[config.mk]
export PLATFORM = sky130hd
export DESIGN_NAME = neuron_mac_pipe
export DESIGN_NICKNAME = d
export VERILOG_FILES = /design/src/rtl/neuron_mac_pipe.sv
export SDC_FILE = /design/constraint.sdc
export NUM_CORES = 2
export LEC_CHECK = 0
export ABC_AREA = 1
export BUFFER_PORTS_ARGS = -buffer_cell sky130_fd_sc_hd__buf_2
export CORE_MARGIN = 3
export CORE_UTILIZATION = 34
export CTS_BUF_LIST = sky130_fd_sc_hd__clkbuf_4
export DETAILED_ROUTE_END_ITERATION = 10
export PLACE_DENSITY = 0.55
export REMOVE_ABC_BUFFERS = 1
export SLEW_MARGIN = 20
export SYNTH_ARGS = -nofsm -noshare
export SYNTH_HDL_FRONTEND = slang
export SYNTH_SLANG_ARGS = --single-unit
[constraint.sdc]
create_clock -name clk -period 7.1 [get_ports clk]
set_clock_uncertainty 0.05 [all_clocks]
set_input_delay 1.065 -clock clk [delete_from_list [all_inputs] [get_ports clk]]
set_output_delay 1.065 -clock clk [all_outputs]
set_load 0.01 [all_outputs]
[src/rtl/neuron_mac_pipe.sv]
// -----------------------------------------------------------------------------
// neuron_mac_pipe
//
// Pipelined fixed-point multiply-accumulate neuron. Each accepted beat carries
// LANES signed input/weight pairs. Their full-precision products are summed
// into a wide signed accumulator. After the last beat the block does four
// things in order: it drains the product pipeline, adds the per-neuron bias
// aligned to the product scale, rescales by FRAC_W with floor rounding, and
// saturates to DATA_W. The result is then held until downstream takes it.
//
// Handshakes: a transfer happens on a rising clk edge where valid and ready
// are both high. in_ready and out_valid come straight from flops. out_data
// and out_sat stay stable while out_valid is high and out_ready is low.
//
// Ports
//   clk, rst       clock; asynchronous active-high reset
//   start, bias    begin a neuron (sampled in IDLE only); bias captured then
//   in_valid/in_ready/in_last, in_data, in_wt
//                  input beats; lane i at [i*DATA_W +: DATA_W]
//   out_valid/out_ready, out_data, out_sat
//                  result handshake; out_sat flags a clipped result
//   busy           FSM is not IDLE
//   beat_cnt       beats accepted for the current neuron (wraps at 2^16)
//
// Build option
//   NEURON_RELU_EN  when defined, negative results (including ones clipped at
//                   the negative limit) are replaced by 0 with out_sat=0.
// -----------------------------------------------------------------------------
module neuron_mac_pipe #(
    parameter int DATA_W = 16,
    parameter int FRAC_W = 8,
    parameter int LANES  = 4,
    parameter int ACC_W  = 40
) (
    input  logic                    clk,
    input  logic                    rst,
    input  logic                    start,
    input  logic [DATA_W-1:0]       bias,
    input  logic                    in_valid,
    output logic                    in_ready,
    input  logic                    in_last,
    input  logic [LANES*DATA_W-1:0] in_data,
    input  logic [LANES*DATA_W-1:0] in_wt,
    output logic                    out_valid,
    input  logic                    out_ready,
    output logic [DATA_W-1:0]       out_data,
    output logic                    out_sat,
    output logic                    busy,
    output logic [15:0]             beat_cnt
);

    localparam int PROD_W = 2 * DATA_W;

    // SCALE is the registered rescale/saturate step between the bias add and
    // the result being presented. It supplies the final cycle of the
    // last-beat-to-out_valid latency.
    typedef enum logic [2:0] {
        S_IDLE  = 3'd0,
        S_ACC   = 3'd1,
        S_DRAIN = 3'd2,
        S_BIAS  = 3'd3,
        S_SCALE = 3'd4,
        S_OUT   = 3'd5
    } state_e;

    state_e                    state_q, state_d;
    logic                      drain_cnt_q, drain_cnt_d;
    logic                      in_ready_q, in_ready_d;
    logic signed [PROD_W-1:0]  prod_q [LANES];
    logic signed [PROD_W-1:0]  prod_d [LANES];
    logic                      prod_vld_q, prod_vld_d;
    logic [ACC_W-1:0]          acc_q, acc_d;
    logic [DATA_W-1:0]         bias_q, bias_d;
    logic [15:0]               beat_cnt_q, beat_cnt_d;
    logic                      out_valid_q, out_valid_d;
    logic [DATA_W-1:0]         out_data_q, out_data_d;
    logic                      out_sat_q, out_sat_d;

    logic                      beat_fire;
    logic [ACC_W-1:0]          lane_sum;
    logic [ACC_W-1:0]          bias_ext;
    logic signed [ACC_W-1:0]   acc_shr;
    logic [ACC_W-DATA_W:0]     res_hi;

    assign beat_fire = in_valid & in_ready_q & (state_q == S_ACC);

    // Bias sits at Q(FRAC_W); shifting it left by FRAC_W puts it on the
    // Q(2*FRAC_W) scale of the products.
    assign bias_ext = {{(ACC_W-DATA_W-FRAC_W){bias_q[DATA_W-1]}}, bias_q, {FRAC_W{1'b0}}};

    // Rescale with an arithmetic shift, which gives floor rounding. The result
    // fits in DATA_W only if every bit from DATA_W-1 upward equals the sign.
    assign acc_shr = $signed(acc_q) >>> FRAC_W;
    assign res_hi  = acc_shr[ACC_W-1:DATA_W-1];

    // Sum of the registered lane products, each sign-extended to ACC_W.
    always_comb begin
        lane_sum = '0;
        for (int i = 0; i < LANES; i++) begin
            lane_sum = lane_sum + {{(ACC_W-PROD_W){prod_q[i][PROD_W-1]}}, prod_q[i]};
        end
    end

    // Product stage: capture full-precision signed products on each accepted beat.
    always_comb begin
        for (int i = 0; i < LANES; i++) begin
            prod_d[i] = prod_q[i];
            if (beat_fire) begin
                prod_d[i] = PROD_W'($signed(in_data[i*DATA_W +: DATA_W]))
                          * PROD_W'($signed(in_wt[i*DATA_W +: DATA_W]));
            end
        end
    end

    // Next-state and datapath control.
    always_comb begin
        state_d     = state_q;
        drain_cnt_d = drain_cnt_q;
        prod_vld_d  = beat_fire;
        acc_d       = acc_q;
        bias_d      = bias_q;
        beat_cnt_d  = beat_cnt_q;
        out_valid_d = out_valid_q;
        out_data_d  = out_data_q;
        out_sat_d   = out_sat_q;

        // Products registered on the previous edge land in the accumulator now.
        if (prod_vld_q) begin
            acc_d = acc_q + lane_sum;
        end

        case (state_q)
            S_IDLE: begin
                if (start) begin
                    bias_d     = bias;
                    acc_d      = '0;
                    beat_cnt_d = '0;
                    state_d    = S_ACC;
                end
            end
            S_ACC: begin
                if (beat_fire) begin
                    beat_cnt_d = beat_cnt_q + 16'd1;
                    if (in_last) begin
                        drain_cnt_d = 1'b0;
                        state_d     = S_DRAIN;
                    end
                end
            end
            S_DRAIN: begin
                // Two cycles let the last beat's products reach the accumulator.
                if (drain_cnt_q) begin
                    state_d = S_BIAS;
                end else begin
                    drain_cnt_d = 1'b1;
                end
            end
            S_BIAS: begin
                // The product pipeline is empty by now, so nothing else adds this cycle.
                acc_d   = acc_q + bias_ext;
                state_d = S_SCALE;
            end
            S_SCALE: begin
                out_valid_d = 1'b1;
                out_sat_d   = 1'b0;
                out_data_d  = acc_shr[DATA_W-1:0];
`ifdef NEURON_RELU_EN
                if (acc_shr[ACC_W-1]) begin
                    out_data_d = '0;
                end else if (|res_hi) begin
                    out_data_d = {1'b0, {(DATA_W-1){1'b1}}};
                    out_sat_d  = 1'b1;
                end
`else
                if (!acc_shr[ACC_W-1] && (|res_hi)) begin
                    out_data_d = {1'b0, {(DATA_W-1){1'b1}}};
                    out_sat_d  = 1'b1;
                end else if (acc_shr[ACC_W-1] && !(&res_hi)) begin
                    out_data_d = {1'b1, {(DATA_W-1){1'b0}}};
                    out_sat_d  = 1'b1;
                end
`endif
                state_d = S_OUT;
            end
            S_OUT: begin
                if (out_ready) begin
                    out_valid_d = 1'b0;
                    state_d     = S_IDLE;
                end
            end
            default: begin
                state_d = S_IDLE;
            end
        endcase
    end

    // in_ready is registered: it is high for exactly the cycles spent in ACC.
    assign in_ready_d = (state_d == S_ACC);

    always_ff @(posedge clk or posedge rst) begin
        if (rst) begin
            state_q     <= S_IDLE;
            drain_cnt_q <= 1'b0;
            in_ready_q  <= 1'b0;
            prod_vld_q  <= 1'b0;
            acc_q       <= '0;
            bias_q      <= '0;
            beat_cnt_q  <= '0;
            out_valid_q <= 1'b0;
            out_data_q  <= '0;
            out_sat_q   <= 1'b0;
            for (int i = 0; i < LANES; i++) begin
                prod_q[i] <= '0;
            end
        end else begin
            state_q     <= state_d;
            drain_cnt_q <= drain_cnt_d;
            in_ready_q  <= in_ready_d;
            prod_vld_q  <= prod_vld_d;
            acc_q       <= acc_d;
            bias_q      <= bias_d;
            beat_cnt_q  <= beat_cnt_d;
            out_valid_q <= out_valid_d;
            out_data_q  <= out_data_d;
            out_sat_q   <= out_sat_d;
            for (int i = 0; i < LANES; i++) begin
                prod_q[i] <= prod_d[i];
            end
        end
    end

    assign in_ready  = in_ready_q;
    assign out_valid = out_valid_q;
    assign out_data  = out_data_q;
    assign out_sat   = out_sat_q;
    assign busy      = (state_q != S_IDLE);
    assign beat_cnt  = beat_cnt_q;

endmodule

# [Yosys cells after proc, flatten, opt, wreduce, memory -nomap -nowiden]
# Cells that the tools add are included.
[classes] add_sub_neg=6 mul=4 n_eq_ne=10 mux=21 bitwise=2 n_reduce_logical=15
[ops] cell="multiplier 16 x 16 -> 32 bit" n=4
[ops] cell="adder 40 bit" n=2
[ops] cell="2-to-1 mux 40 bit" n=2
[ops] cell="one-hot mux 40 bit (2 select lines)" n=1
[ops] cell="2-to-1 mux 16 bit" n=4
[ops] cell="adder 34 x 32 -> 35 bit" n=1
[ops] cell="adder 33 x 32 -> 34 bit" n=1
[ops] cell="adder 32 x 32 -> 33 bit" n=1
[ops] cell="one-hot mux 16 bit (2 select lines)" n=1
[ops] cell="one-hot mux 3 bit (6 select lines)" n=1
[ops] cell="AND reduction 17 bit" n=1
[ops] cell="OR reduction 17 bit" n=1
[ops] cell="adder 16 x 1 -> 16 bit, second input constant" n=1
[ops] cell="2-to-1 mux 3 bit" n=5
[ops] cell="!= test 2 bit, second input constant" n=4
[ops] cell="equality test 3 x 1 -> 1 bit, second input constant" n=2
[ops] cell="equality test 3 x 2 -> 1 bit, second input constant" n=2
[ops] cell="equality test 3 bit, second input constant" n=2
[ops] cell="AND reduction 3 bit" n=2
[ops] cell="nonzero test 2 bit" n=3
[ops] cell="2-to-1 mux 1 bit" n=5
[ops] cell="one-hot mux 1 bit (2 select lines)" n=2
[ops] cell="AND reduction 2 bit" n=2
[ops] cell="zero test 3 bit" n=1
[ops] cell="4 further kinds" n=7
[totals] register_bits=224 out_inout_bits=36 word_cells=72

# [Logic depth before layout (Yosys ltp)]
[logic_depth] word_depth=7 mapped_depth=36 mapped_depth_nobuf=36

# [Least setup slack after synthesis]
# No wires, ideal clock.
[synth_path] kind="input to register" startpoint="in in_wt[33]" endpoint="reg prod_q[62] in the netlist's numbering" arrival_time_ns=6.252 setup_slack_ns=0.668 path_stages=27 path_buffers=2 cell_sequence="clkbuf_1 -> clkbuf_1 -> nand2_1 -> fa_1 -> inv_1 -> fa_1 -> inv_1 -> fa_1 -> inv_1 -> fa_1 -> inv_1 -> fa_1 -> inv_1 -> fa_1 -> ha_1 -> nand2_1 -> nand2_1 -> a31oi_1 -> nand2_1 -> nand2_1 -> nand3_1 -> a21oi_1 -> inv_1 -> nand2_1 -> nand3_1 -> nand3_1 -> o21ai_0"
[synth_via] elab_chain_cells=1
[synth_rtl] item="start: declaration" line="43" source="input logic [LANES*DATA_W-1:0] in_wt,"
[synth_rtl] item="multiplier 16 x 16 -> 32 bit" line="110" source="* PROD_W'($signed(in_wt[i*DATA_W +: DATA_W]));"
[synth_rtl] item="end signal: indexed assignment" line="227" source="prod_q[i] <= prod_d[i];"
[synth_rtl] item="end: declaration" line="69" source="logic signed [PROD_W-1:0] prod_q [LANES];"
# No other way between the ends.
# A chain may end at the register's enable or synchronous reset.

# [Worst setup path after layout]
[layout_path] startpoint="in in_wt[1]" endpoint="reg prod_q[122] in the netlist's numbering"
# The elaborated chain is that of the path after synthesis.

==> impl_metrics.csv <==
group,metric,value,unit
route,top_signal_layer_used,"met4",
placed_design,placed_cells,9541,
logic_synthesis,mapped_avg_cell_area,7.76,sq um
clocking,htree_depth,3,
run,drv_cap,0,
route,met1Wirelength,74600,microns
route,routed_wl,163000,microns
floorplan,start_util,34.4,%
clocking,clkTransAtPathRegs,0.06,ns
logic_synthesis,netlist.area_leader.share,39.1,%
worst_setup_path,critical_path.max_stage_delay,0.68,ns
clocking,cts.path.max_buffers,3,
grt,pin_count_of_the_biggest_net_entering_global_routing,163,
sta,timing.setup.tns,0,ns
floorplan,rows,149,
route,drc,0,
grt,globalRouteOverflowTotal,0,
worst_hold_path,hold_class,"in -> async",
clocking,cts_sinks,224,
sta,hold_fails_final_rpt,0,
route,met2_length,78300,microns
clocking,post_cts_resized,0,
worst_setup_path,critical_path_required,7.70,ns
logic_synthesis,synthTopCellsByArea,"sky130_fd_sc_hd__fa_1, sky130_fd_sc_hd__inv_1, sky130_fd_sc_hd__nand2_1",
worst_setup_path,cp_data_arrival_time,6.95,ns
sta,worst_slack,0.746,ns
floorplan,die_area,173000,sq um
clocking,cts_made_buffers,73,
logic_synthesis,post_synth_num_cell_types,55,
route,num_vias,45800,
placed_design,buffer_ports.inserted,185,
route,initialDrtViolationCount,2500,
placed_design,post_place_setup_slack,-0.0419,ns
floorplan,boundaryPins,186,
route,post_drt_wl_per_cell,16.9,microns
floorplan,die_x,416,microns
clocking,cts_tree,"yes",
worst_setup_path,path_max_fanout,16,
grt,first_global_vias,49100,
logic_synthesis,synth_edf_count,0,
floorplan,die_height,416,microns
logic_synthesis,ys_async_sr_fraction,100,%
placed_design,hpwlAfterDp,137000,microns
worst_setup_path,critical-path-slowest-cell,"sky130_fd_sc_hd__fa_1",
logic_synthesis,syn-cell-area,57100,sq um
worst_setup_path,type_of_destination_of_the_critical_path,"register",
logic_synthesis,post-synth-top-count-cell,"sky130_fd_sc_hd__inv_1",
worst_setup_path,critical_path.startpoint_type,"input pin",
grt,grt_antenna_before_repair,4,
worst_setup_path,crit_chain,"buf_2 -> nand2_1 -> inv_1 -> fa_1 -> inv_1 -> fa_1 -> fa_1 -> fa_1 -> fa_1 -> inv_1 -> fa_1 -> ha_1 -> nand2_1 -> inv_1 -> nand2_1 -> nor3_1 -> nand4_1 -> nand3_1 -> a21o_1 -> nand2_1 -> nand2_1 -> nand2_1 -> nand3_1 -> o21ai_0",
route,dr.pass1.iters,6,
worst_setup_path,path_class,"in -> reg",
logic_synthesis,top_cell_types_by_occurrence_after_synthesis,"sky130_fd_sc_hd__inv_1, sky130_fd_sc_hd__nand2_1, sky130_fd_sc_hd__fa_1",
sta,setup_viol,0,
cells_and_area,layout-drive-gt1-share,6.23,%
clocking,clock_latency,0.84,ns
grt,first_pass_grt_wire_length,267000,microns
logic_synthesis,yosys_warnings,0,
route,met3_length,6290,microns
cells_and_area,layout-area-overhead-vs-synth,7.26,%
clocking,cts_root_buffer,"sky130_fd_sc_hd__clkbuf_4",
logic_synthesis,yosysTopAreaCell,"sky130_fd_sc_hd__fa_1",
sta,slew_hr,26.5,%
sta,timing_worst_slew_pin_value,1.09,ns
logic_synthesis,postSynthRegisterBits,224,
grt,grtUsageTotal,19.3,%
logic_synthesis,gate_count_post_synth,7357,
floorplan,core,166000,sq um
sta,post-route-period-util,89.5,%
logic_synthesis,synth_seq_area_share,9.81,%
run_status,run_status,"completed",
sta,fmax,157,MHz
placed_design,place.gp.congestion,0.918,
logic_synthesis,synth_flop_cell,"sky130_fd_sc_hd__dfrtp_1",
cells_and_area,fin_nets,9128,
sta,final_period_minus_worst_setup_slack,6.35,ns
sta,finalMaxSlewViolations,0,
route,detail_route.vias_per_cell,4.74,
sta,unrepaired_setup_endpoints_after_global_routing,"false",
cells_and_area,final_non_filler_cells,9675,
route,postRouteAntennaNets,0,
clocking,post_cts_hold_buffer_count,0,
clocking,postCtsSetupBuffers,0,
## cell type report
type,instances,area (sq um)
Clock inverter,26,198
Fill cell,17600,105000
Multi-Input combinational cell,4930,43200
Antenna cell,5,12.5
Inverter,1962,7370
Clock buffer,103,773
Timing Repair Buffer,236,1320
Tap cell,2189,2740
Sequential cell,224,5610
## critical path, delay by kind of cell
kind                       cells  cell delay [ns]
buffers and inverters          5             0.59
adders and majority gates      7             3.49
and+or+nand+nor               10             1.53
AOI/OAI and AO/OA              2             0.28
## per-layer routing
| metal | track usage [%] | vias to the layer above |
|---|---|---|
| met5 | 0 | - |
| li1 | - | 21900 |
| met3 | 1.68 | 204 |
| met1 | 26.5 | 22800 |
| met4 | 4.78 | 0 |
| met2 | 32.7 | 1001 |
## cell families after synthesis
| family | Yosys count | share of synthesized area [%] |
|---|---|---|
| AO/OA/AOI/OAI | 763 | 7.40 |
| XOR/XNOR | 119 | 1.82 |
| adder cells (fa/ha/maj) | 1551 | 48.6 |
| buffers and inverters | 2203 | 14.5 |
| flip-flops | 224 | 9.81 |
| AND/OR/NAND/NOR | 2497 | 17.8 |
## sequential cells by signal, summed over array words and instances (netlist names)
name         cells
out_data        16
out_valid        1
prod_vld_q       1
prod_q         128
beat_cnt        16
state_q          3
bias_q          16
drain_cnt_q      1
acc_q           40
out_sat          1
in_ready         1
## path summary, 6_finish.rpt
path	slack [ns]	start	depth (start not counted)	to
min	0.25	rst	2	in_ready
max	0.75	in_wt[1]	24	prod_q[122]
max reg2reg	1.18	prod_q[1]	27	acc_q[31]
min reg2reg	0.44	out_data[5]	2	out_data[5]
max in group asynchronous	5.28	rst	3	acc_q[28]
min in group clk	0.39	bias[8]	3	bias_q[8]
## layout by cell type (no fill, tap or decap), types with 48 or more instances in the layout
cell                          n
sky130_fd_sc_hd__fa_1      1115
sky130_fd_sc_hd__buf_2      185
sky130_fd_sc_hd__clkbuf_4   103
sky130_fd_sc_hd__nand2_1   1788
sky130_fd_sc_hd__nor2_1     314
sky130_fd_sc_hd__dfrtp_1    223
sky130_fd_sc_hd__inv_1     1950
sky130_fd_sc_hd__buf_4       50
sky130_fd_sc_hd__a21oi_1    280
sky130_fd_sc_hd__nand4_1     48
sky130_fd_sc_hd__nand3_1    156
sky130_fd_sc_hd__o21ai_0    256
sky130_fd_sc_hd__or2_2       83
sky130_fd_sc_hd__o21ai_1     55
sky130_fd_sc_hd__xor2_1      74
sky130_fd_sc_hd__ha_1       436
## through the flow
| step | hold WS [ns] | util, % | instance area, sq um |
|---|---|---|---|
| after global placement | 0.415 | 36.3 | 60300 |
| after CTS | 0.220 | 36.9 | 61300 |
| after detailed placement | 0.422 | 36.3 | 60300 |
| final | 0.255 | 36.9 | 61300 |
| after global routing | 0.251 | 36.9 | 61300 |
| after floorplan | 0.399 | - | 56200 |
Power is left out: the tool's default activity adds up to more than one toggle a clock period on the data nets, which glitch-free logic cannot reach.
